[src/rtl/cpu_types_pkg.sv]
// Shared core types: machine word, register select and the instruction field
// positions used to decode rs/rt from a latched instruction.
package cpu_types_pkg;

   localparam int unsigned WORD_W = 32;
   localparam int unsigned REG_W  = 5;

   typedef logic [WORD_W-1:0] word_t;
   typedef logic [REG_W-1:0]  regbits_t;

   localparam int unsigned RS_MSB = 25;
   localparam int unsigned RS_LSB = 21;
   localparam int unsigned RT_MSB = 20;
   localparam int unsigned RT_LSB = 16;

   localparam word_t NOP_INSTR = 32'h0000_0000;

   function automatic regbits_t rs_of(input word_t instr);
      return instr[RS_MSB:RS_LSB];
   endfunction

   function automatic regbits_t rt_of(input word_t instr);
      return instr[RT_MSB:RT_LSB];
   endfunction

endpackage

[src/rtl/pipe_slot.sv]
// One pipeline slot: valid bit plus instr/pc/aux payload registers.
// Priority RST > flush-load > load > clear; payload holds unless loaded.
module pipe_slot
   import cpu_types_pkg::*;
#(
   parameter int unsigned AUX_W       = 32,
   parameter word_t       FLUSH_INSTR = NOP_INSTR
) (
   input  logic             CLK,
   input  logic             RST,
   input  logic             i_load,
   input  logic             i_clear,
   input  logic             i_flush_ld,
   input  word_t            i_instr,
   input  word_t            i_pc,
   input  logic [AUX_W-1:0] i_aux,
   output logic             o_valid,
   output word_t            o_instr,
   output word_t            o_pc,
   output logic [AUX_W-1:0] o_aux
);

   logic             r_valid;
   word_t            r_instr;
   word_t            r_pc;
   logic [AUX_W-1:0] r_aux;

   // Flush squashes the entry and plants the NOP; pc/aux are left as they were.
   always_ff @(posedge CLK) begin
      if (RST) begin
         r_valid <= 1'b0;
         r_instr <= '0;
         r_pc    <= '0;
         r_aux   <= '0;
      end else if (i_flush_ld) begin
         r_valid <= 1'b0;
         r_instr <= FLUSH_INSTR;
      end else if (i_load) begin
         r_valid <= 1'b1;
         r_instr <= i_instr;
         r_pc    <= i_pc;
         r_aux   <= i_aux;
      end else if (i_clear) begin
         r_valid <= 1'b0;
      end
   end

   assign o_valid = r_valid;
   assign o_instr = r_instr;
   assign o_pc    = r_pc;
   assign o_aux   = r_aux;

endmodule

[src/rtl/pipe_stage_reg.sv]
// Generic valid/ready pipeline stage register with flush and rs/rt decode.
// Define PIPE_SKID_EN to add a skid slot that registers in_ready.
module pipe_stage_reg
   import cpu_types_pkg::*;
#(
   parameter int unsigned AUX_W       = 32,
   parameter word_t       FLUSH_INSTR = NOP_INSTR
) (
   input  logic             CLK,
   input  logic             RST,
   input  logic             flush,
   input  logic             in_valid,
   output logic             in_ready,
   input  word_t            in_instr,
   input  word_t            in_pc,
   input  logic [AUX_W-1:0] in_aux,
   output logic             out_valid,
   input  logic             out_ready,
   output word_t            out_instr,
   output word_t            out_pc,
   output logic [AUX_W-1:0] out_aux,
   output regbits_t         out_rsel1,
   output regbits_t         out_rsel2,
   output logic [1:0]       occupancy
);

   logic             w_acc;
   logic             w_cons;
   logic             w_m_load;
   logic             w_m_clear;
   logic             w_m_valid;
   word_t            w_ld_instr;
   word_t            w_ld_pc;
   logic [AUX_W-1:0] w_ld_aux;

`ifdef PIPE_SKID_EN
   logic             w_s_load;
   logic             w_s_clear;
   logic             w_s_valid;
   word_t            w_s_instr;
   word_t            w_s_pc;
   logic [AUX_W-1:0] w_s_aux;

   assign in_ready = !w_s_valid;

   // M refills from S when S is occupied, otherwise from the upstream port.
   always_comb begin
      w_acc      = in_valid && !w_s_valid && !flush;
      w_cons     = w_m_valid && out_ready && !flush;
      w_m_load   = w_s_valid ? w_cons : (w_acc && (!w_m_valid || w_cons));
      w_m_clear  = w_cons && !w_m_load;
      w_s_load   = w_acc && w_m_valid && !w_cons;
      w_s_clear  = w_s_valid && w_cons;
      w_ld_instr = w_s_valid ? w_s_instr : in_instr;
      w_ld_pc    = w_s_valid ? w_s_pc    : in_pc;
      w_ld_aux   = w_s_valid ? w_s_aux   : in_aux;
   end

   pipe_slot #(.AUX_W(AUX_W), .FLUSH_INSTR(FLUSH_INSTR)) u_s_slot (
      .CLK        (CLK),
      .RST        (RST),
      .i_load     (w_s_load),
      .i_clear    (w_s_clear || flush),
      .i_flush_ld (1'b0),
      .i_instr    (in_instr),
      .i_pc       (in_pc),
      .i_aux      (in_aux),
      .o_valid    (w_s_valid),
      .o_instr    (w_s_instr),
      .o_pc       (w_s_pc),
      .o_aux      (w_s_aux)
   );

   assign occupancy = 2'(w_m_valid) + 2'(w_s_valid);
`else
   assign in_ready = out_ready || !w_m_valid;

   always_comb begin
      w_acc      = in_valid && in_ready && !flush;
      w_cons     = w_m_valid && out_ready && !flush;
      w_m_load   = w_acc;
      w_m_clear  = w_cons && !w_acc;
      w_ld_instr = in_instr;
      w_ld_pc    = in_pc;
      w_ld_aux   = in_aux;
   end

   assign occupancy = {1'b0, w_m_valid};
`endif

   pipe_slot #(.AUX_W(AUX_W), .FLUSH_INSTR(FLUSH_INSTR)) u_m_slot (
      .CLK        (CLK),
      .RST        (RST),
      .i_load     (w_m_load),
      .i_clear    (w_m_clear),
      .i_flush_ld (flush),
      .i_instr    (w_ld_instr),
      .i_pc       (w_ld_pc),
      .i_aux      (w_ld_aux),
      .o_valid    (w_m_valid),
      .o_instr    (out_instr),
      .o_pc       (out_pc),
      .o_aux      (out_aux)
   );

   assign out_valid = w_m_valid;
   assign out_rsel1 = rs_of(out_instr);
   assign out_rsel2 = rt_of(out_instr);

endmodule
[config.mk]
export PLATFORM = sky130hd
export DESIGN_NAME = pipe_stage_reg
export DESIGN_NICKNAME = d
export VERILOG_FILES = /design/src/rtl/cpu_types_pkg.sv /design/src/rtl/pipe_slot.sv /design/src/rtl/pipe_stage_reg.sv
export SDC_FILE = /design/constraint.sdc
export NUM_CORES = 1
export LEC_CHECK = 0
export ABC_AREA = 1
export BUFFER_PORTS_ARGS = -buffer_cell sky130_fd_sc_hd__buf_2
export CAP_MARGIN = 5
export CORE_MARGIN = 1
export CORE_UTILIZATION = 42
export DETAILED_ROUTE_END_ITERATION = 8
export PLACE_DENSITY = 0.77
export SYNTH_ARGS = -nofsm -noshare
export SYNTH_HDL_FRONTEND = slang
export SYNTH_SLANG_ARGS = --single-unit
export TNS_END_PERCENT = 10
[constraint.sdc]
create_clock -name CLK -period 1.09 [get_ports CLK]
set_input_delay 0.109 -clock CLK [delete_from_list [all_inputs] [get_ports CLK]]
set_output_delay 0.109 -clock CLK [all_outputs]
set_load 0.05 [all_outputs]
==> results of run 1 <==
==> kinds of logic after synthesis <==
| kind of cell | count (synthesis) | synth area share |
|---|---|---|
| simple gates | 292 | 0.278 |
| other cells | 1 | 0.000854 |
| flops | 97 | 0.442 |
| compound gates | 98 | 0.112 |
| buf+inv | 162 | 0.167 |
==> cell usage in the layout, fill, tap and decap left out, types with 2 or more instances in the layout <==
cell,synthesis,routed
buf_12,0,16
a21oi_1,96,79
clkbuf_16,0,4
buf_2,30,104
nand3_1,96,92
nand3_2,0,2
buf_8,0,4
nand2_1,97,96
clkbuf_4,0,47
dfxtp_2,0,3
inv_1,98,97
buf_4,23,57
nor2_1,97,96
a21oi_4,0,2
buf_6,0,13
nand2_8,0,4
clkbuf_8,0,9
dfxtp_1,97,93
a21oi_2,0,15
nand3_4,0,2
clkinv_2,0,2
bufinv_16,0,4
==> power by group <==
part / internal (mW) / switching [mW]
clock: 1.75 / 1.23
combinational: 0.771 / 1.41
sequential: 3.74 / 0.126
total: 6.26 / 2.77
==> metal layers <==
layer / routed length (µm) / vias up / global-route usage
met4: 168 / 0 / 0.0704
met1: 5540 / 2005 / 0.274
met5: 0 / - / 0
met3: 839 / 12 / 0.0420
met2: 5580 / 179 / 0.321
li1: - / 2405 / -
==> sequential cells by signal, summed over array words and instances, names as in the netlist <==
signal	count
u_m_slot.o_aux	32
u_m_slot.o_valid	1
u_m_slot.o_pc	32
u_m_slot.o_instr	32
==> how the worst max path moves through the flow <==
stage / to / start
final: in_ready / u_m_slot.o_valid$_SDFFE_PP0P_
after global routing: u_m_slot.o_instr[8]$_SDFFE_PP0P_ / u_m_slot.o_valid$_SDFFE_PP0P_
after detailed placement: u_m_slot.o_aux[1]$_SDFFE_PP0P_ / out_ready
after floorplan: u_m_slot.o_aux[18]$_SDFFE_PP0P_ / u_m_slot.o_valid$_SDFFE_PP0P_
after global placement: u_m_slot.o_instr[19]$_SDFFE_PP0P_ / flush
after CTS: in_ready / u_m_slot.o_valid$_SDFFE_PP0P_
==> tightest hold or removal path: stages <==
cell and delay (ps):
buf_2 70, inv_1 30, nand3_1 60, nand2_1 40, nor2_1 60
==> timing repair <==
action / in CTS / in global routing
resized for setup: 58 / 109
endpoints found under the setup margin: 63 / 140
buffers inserted: 3 / 2
cloned: 2 / 8
pin swaps: 1 / 10
==> cell type report <==
type / count / share of cell area
tap: 133 / 0.0252
clock inverter: 6 / 0.0197
clock buffer: 10 / 0.0194
timing repair buffer: 245 / 0.292
sequential: 97 / 0.296
inverter: 99 / 0.0569
multi-input combinational: 394 / 0.291
==> flow_summary.ini, run 1 <==
[outcome]
outcome = finished, violations left
violations = setup timing

[yosys]
synth_top_area_cell = dfxtp_1
ys_types = 16
synth_top_area_share = 0.442
yosysSeqAreaShare = 0.442
synthFlopType = dfxtp_1
yosys-top-cells-area = dfxtp_1 (44%), a21oi_1 (11%), nand3_1 (11%)
synth_seq_cells = 97
syn-cell-area_um2 = 4390
synth_nets = 751
synth.most_common_cell = inv_1
synth_commonest_cells = inv_1 (98), dfxtp_1 (97), nand2_1 (97), nor2_1 (97)
synth-edff-count = 0
async_flop_share = 0
avgSynthCellArea_um2 = 6.76
netlist_instances = 650
synth_warnings = 0

[worst_hold_path]
whs_endpoint = u_m_slot.o_instr[3]$_SDFFE_PP0P_
hold-path-cell-count = 5
hold_path.class = input pin to flip-flop
min-delay-start = in_instr[3]

[final_layout]
n_fill_cell = 880
fin_nets = 947
postLayoutCoreUtil = 0.662
layout-drive-gt1-share = 0.345
syn_to_final_growth_pct = 50.1
multi_input_area_um2 = 1920
finalNonFillerCells = 984
seq_area_um2 = 1950
diodes = 0
final_area_um2 = 6590

[place]
place_ws_ps = -24.4
io_buffers = 209
dpl_cell_area_um2 = 5640
gp_congestion = 0.793
dpl.cell_count = 953
hpwl_um = 7610

[critical_path]
crit_fanout = 6
critPathCaptureType = output port
critPathMaxStageDelay_ps = 420
crit_path_top_delay_cell = dfxtp_4
rr_endpoint = u_m_slot.o_instr[8]$_SDFFE_PP0P_
r2r_cells = 6
cp-start-kind = flip-flop
cp_num_buf_inv = 1
crit_chain = nand2_8 > buf_8
r2r_slack_ps = -70
worstPathArrival_ps = 1050
crit_type = flip-flop to output port
critical_path.reg2reg.startpoint = u_m_slot.o_valid$_SDFFE_PP0P_
worstPathRequired_ps = 980
crit_family = flip-flops
cp.depth = 2

[clocking]
clk_latency_ps = 350
htree_num_levels = 3
tritoncts = built
cts_buffers = 9
hold_buffers = 0
clkTransAtPathRegs_ps = 90
clock_path_buffers = 2
root_buffer = clkbuf_8
clkSinkCount = 97

[sta]
grt_setup_unrepaired = yes
hold_viol = 0
period_minus_slack_ps = 1160
layout_setup_ws_ps = -72.0
drv_slew = 0
setup_violations = 48
whs_ps = 56.7
fin_crit_sh = 1.07
fmax_ghz = 0.861
tns_ps = -1390
skew_ps = 5.74

[global_routing]
groute.usage.overall = 0.203
grt_remaining_overflow = 0
antenna_found_initial = 0
grt_pass1_vias = 3744
grt_pass1_wl_um = 18000
grt_max_degree = 88

[die]
die_w_um = 104
start_util = 0.441
die_h_um = 104
io_pins = 211
rows = 36
coreArea_um2 = 9950
fp.dieArea_um2 = 10900

[detailed_routing]
drc_errors = 0
drt_iter0_drc = 164
via_per_inst = 4.68
routedWlPerCell_um = 12.3
drt_pass1_iterations = 4
drt_wl_total_um = 12100
vias = 4601
ant_nets = 0

[power_and_ir_drop]
p_per_area_nw_per_um2 = 1370
irDropWorstVdd_uv = 716
leakage_nw = 3.43
total_power_mw = 9.03

[job]
maxCapViolCount = 0
Note: power is estimated with default switching activity, not from simulation.
==> run 2: changes to the inputs <==
- PLACE_DENSITY: 0.77 -> 0.85
==> flow_summary.ini, run 2 (synthesis gave the netlist of run 1 again) <==
[detailed_routing]
drc_errors = 0
drt_pass1_iterations = 4
drt_iter0_drc = 220
via_per_inst = 4.73
drt_wl_total_um = 12100
vias = 4618
routedWlPerCell_um = 12.4
ant_nets = 0

[final_layout]
diodes = 0
final_common_cell = buf_2
syn_to_final_growth_pct = 45.2
final_area_um2 = 6370
postLayoutCoreUtil = 0.640
fin_nets = 939
final_cell_mix = buf_2 (102), inv_1 (98), nand2_1 (97), nor2_1 (96), dfxtp_1 (95)
layout-drive-gt1-share = 0.342

[place]
hpwl_um = 7580
gp_congestion = 0.782
dpl_cell_area_um2 = 5590
io_buffers = 209

[power_and_ir_drop]
sw_frac_of_total = 0.341
clkPwrFrac = 0.260
p_per_area_nw_per_um2 = 1280
irDropWorstVdd_uv = 650
pwr-share-comb = 0.265
total_power_mw = 8.14
leakage_nw = 3.36
p_int_mw = 5.36
seqPwrFrac = 0.475
p_sw_mw = 2.78

[clocking]
clock_path_buffers = 2
clk_latency_ps = 350
root_buffer = clkbuf_8
htree_num_levels = 3
tritoncts = built
clkSinkCount = 97
clkTransAtPathRegs_ps = 100
cts_buffers = 9

[critical_path]
crit_chain = nand2_8 > buf_12 > buf_12
crit_fanout = 3
critPathMaxStageDelay_ps = 390
r2r_slack_ps = -60
worstPathRequired_ps = 980
crit_path_top_delay_cell = dfxtp_4
critPathCaptureType = output port
critical_path.reg2reg.startpoint = u_m_slot.o_valid$_SDFFE_PP0P_
r2r_cells = 6
cp-start-kind = flip-flop
crit_family = flip-flops
crit_type = flip-flop to output port
worstPathArrival_ps = 1080
rr_endpoint = u_m_slot.o_pc[29]$_SDFFE_PP0P_
cp_num_buf_inv = 2
cpMostUsedCell = buf_12

[global_routing]
grt_pass1_wl_um = 18600
antenna_found_initial = 0
grt_pass1_vias = 4113
grt_max_degree = 89
groute.usage.overall = 0.206
grt_remaining_overflow = 0

[die]
fp.dieArea_um2 = 10900
rows = 36
die_h_um = 104
start_util = 0.441
coreArea_um2 = 9950
die_w_um = 104
io_pins = 211

[worst_hold_path]
whs_endpoint = u_m_slot.o_aux[7]$_SDFFE_PP0P_
min-delay-start = in_aux[7]
hold-path-cell-count = 5
hold_path.class = input pin to flip-flop

[job]
maxCapViolCount = 0

[sta]
whs_ps = 62.1
setup_violations = 55
fin_crit_sh = 1.09
drv_slew = 0
layout_setup_ws_ps = -100
tns_ps = -1410
period_minus_slack_ps = 1190
grt_setup_unrepaired = yes
hold_viol = 0
skew_ps = 9.01
fmax_ghz = 0.840

[outcome]
outcome = finished, violations left
violations = setup timing
[run 2: layout make-up]
| class | instances | area (µm²) |
|---|---|---|
| tap | 133 | 166 |
| multi-input combinational | 391 | 1860 |
| sequential | 97 | 1950 |
| clock buffer | 11 | 131 |
| clock inverter | 5 | 40.0 |
| timing repair buffer | 240 | 1860 |
| fill | 893 | 3580 |
| inverter | 99 | 372 |
[run 2: how the worst max path moves through the flow]
stage	slack, ps	depth (start not counted)	endpoint	from
after CTS	-110	3	in_ready	u_m_slot.o_valid$_SDFFE_PP0P_
after floorplan	-30	5	u_m_slot.o_aux[18]$_SDFFE_PP0P_	u_m_slot.o_valid$_SDFFE_PP0P_
after global routing	-140	3	in_ready	u_m_slot.o_valid$_SDFFE_PP0P_
after detailed placement	-5	6	u_m_slot.o_pc[22]$_SDFFE_PP0P_	flush
after global placement	10	6	u_m_slot.o_pc[25]$_SDFFE_PP0P_	flush
final	-100	3	in_ready	u_m_slot.o_valid$_SDFFE_PP0P_
[run 2: worst reg2reg max path: stages (launching register included)]
cell       delay [ps]
dfxtp_4           370
nand2_8            90
clkbuf_16         170
buf_16            170
nand3_1           110
nand2_1            90
nor2_1             40
[run 2: layer usage]
layer	wire (µm)	part of all wire	global-route usage	vias to the layer above
met4	179	0.015	0.0776	0
met2	5860	0.49	0.351	179
met3	876	0.073	0.0520	14
li1	-	-	-	2384
met5	0	0	0	-
met1	5150	0.43	0.248	2041
[run 2: power by group through the flow]
| stage | clock network, mW | logic (mW) | registers [mW] |
|---|---|---|---|
| 4_1_cts | 2.17 | 2.04 | 3.85 |
| 6_report | 2.12 | 2.16 | 3.87 |
| 3_5_place_dp | 0 | 1.95 | 3.92 |
| 2_1_floorplan | 0 | 0.731 | 4.62 |
| 3_3_place_gp | 0 | 1.93 | 3.92 |
| 5_1_grt | 2.32 | 2.32 | 3.89 |
[run 2: per-stage QoR]
stage	std cells	setup slack (ps)
after global placement	952	13.9
after global routing	976	-139
after floorplan	650	-25.5
after CTS	972	-106
after detailed placement	952	-5.42
final	976	-100
[run 2: timing repair]
| action | in CTS | in global routing |
|---|---|---|
| setup buffers | 3 | 0 |
| setup endpoints to repair | 57 | 152 |
| resized for setup | 65 | 103 |
| cloned | 1 | 4 |
| hold buffers | 0 | 0 |
| pin swaps | 0 | 8 |
==> run 3: changes to the inputs <==
- CORE_ASPECT_RATIO: not set -> 0.75
==> flow_summary.ini, run 3 (synthesis gave the netlist of run 1 again) <==
[job]
maxCapViolCount = 0

[clocking]
clk_latency_ps = 330
cts_buffers = 9
tritoncts = built
clkSinkCount = 97
clock_path_buffers = 2
root_buffer = clkbuf_16
clkTransAtPathRegs_ps = 70
htree_num_levels = 3

[global_routing]
grt_max_degree = 53
antenna_found_initial = 0
grt_remaining_overflow = 0
groute.usage.overall = 0.205
grt_pass1_vias = 3864
grt_pass1_wl_um = 18100

[place]
gp_congestion = 0.824
io_buffers = 209
hpwl_um = 8190
dpl_cell_area_um2 = 5680

[detailed_routing]
drt_wl_total_um = 11700
drt_iter0_drc = 239
ant_nets = 0
vias = 4555
drc_errors = 0
via_per_inst = 4.66
routedWlPerCell_um = 11.9
drt_pass1_iterations = 4

[critical_path]
crit_chain = buf_6 > buf_12
crit_family = flip-flops
cp_num_buf_inv = 2
crit_type = flip-flop to output port
worstPathArrival_ps = 1010
cp-start-kind = flip-flop
crit_fanout = 3
critPathMaxStageDelay_ps = 400
crit_path_top_delay_cell = dfxtp_4
worstPathRequired_ps = 980
critPathCaptureType = output port

[power_and_ir_drop]
irDropWorstVdd_uv = 1090
total_power_mw = 8.81
p_per_area_nw_per_um2 = 1420
leakage_nw = 3.34

[sta]
skew_ps = 3.61
period_minus_slack_ps = 1120
fin_crit_sh = 1.03
whs_ps = 82.1
drv_slew = 0
layout_setup_ws_ps = -31.4
tns_ps = -259
setup_violations = 13
hold_viol = 0
fmax_ghz = 0.892
grt_setup_unrepaired = yes

[worst_hold_path]
hold_path.class = input pin to flip-flop

[die]
die_h_um = 90.6
rows = 31
fp.dieArea_um2 = 10900
die_w_um = 120
io_pins = 211
coreArea_um2 = 9890
start_util = 0.444

[final_layout]
final_common_cell = buf_2
n_fill_cell = 907
final_cell_mix = buf_2 (152), inv_1 (98), nand2_1 (97)
syn_to_final_growth_pct = 40.8
final_area_um2 = 6180
diodes = 0
layout-drive-gt1-share = 0.320
fin_nets = 942

[outcome]
outcome = finished, violations left
violations = setup timing
==> run 3: changes by cell type in the layout (fill, tap and decap cells not counted), moves of 6 or more <==
cell       delta
a21oi_1      +17
a21oi_2      -16
buf_2        +50
buf_4        -47
buf_6         -6
clkbuf_16     +6
clkbuf_4      +9
clkbuf_8      -9
==> run 3: final timing paths <==
check	start	end	slack [ps]	depth (start not counted)
hold reg to reg	u_m_slot.o_instr[9]$_SDFFE_PP0P_	u_m_slot.o_instr[9]$_SDFFE_PP0P_	480	2
setup / recovery	u_m_slot.o_valid$_SDFFE_PP0P_	occupancy[0]	-30	2
setup reg to reg	u_m_slot.o_valid$_SDFFE_PP0P_	u_m_slot.o_pc[26]$_SDFFE_PP0P_	-30	5
hold / removal	in_instr[14]	u_m_slot.o_instr[14]$_SDFFE_PP0P_	80	5
==> run 3: per-layer routing <==
layer	global-route usage	up-vias	wire (µm)
met2	0.335	167	5450
met5	0	-	0
li1	-	2383	-
met1	0.259	1996	5100
met3	0.0676	9	1010
met4	0.0510	0	102
==> run 3: worst min-delay path: cells and delay by family <==
| kind | cells | cell delay, ps |
|---|---|---|
| and+or+nand+nor | 3 | 170 |
| buffers and inverters | 2 | 100 |
==> run 3: area by class of cell <==
cell class | count | area [µm²] | area share
Timing Repair Buffer | 242 | 1650 | 0.266
Clock inverter | 6 | 45.0 | 0.00728
Inverter | 99 | 372 | 0.0601
Clock buffer | 10 | 229 | 0.0370
Multi-Input combinational cell | 392 | 1780 | 0.288
Tap cell | 132 | 165 | 0.0267
Sequential cell | 97 | 1950 | 0.315
==> run 3: stage by stage <==
| stage | util | std cells | setup slack (ps) |
|---|---|---|---|
| finish | 0.625 | 978 | -31.4 |
| global route | 0.625 | 978 | -86.5 |
| CTS | 0.607 | 977 | -52.7 |
| detailed placement | 0.575 | 959 | -5.95 |
| global placement | 0.575 | 959 | 31.1 |
| floorplan | - | 650 | -25.5 |
==> run 3: report_power, final <==
| group | switching [mW] | leakage (nW) | internal (mW) |
|---|---|---|---|
| registers | 0.113 | 0.797 | 3.74 |
| clock network | 1.34 | 0.125 | 1.55 |
| logic | 1.38 | 2.42 | 0.687 |
| total | 2.83 | 3.34 | 5.98 |
==> run 3: what timing repair did <==
item | 4_1_cts | 5_1_grt
pin swaps | 1 | 0
gates cloned | 0 | 1
hold buffers | 0 | 0
buffers inserted | 2 | 0
setup endpoints to repair | 6 | 100
gates resized for setup | 9 | 68
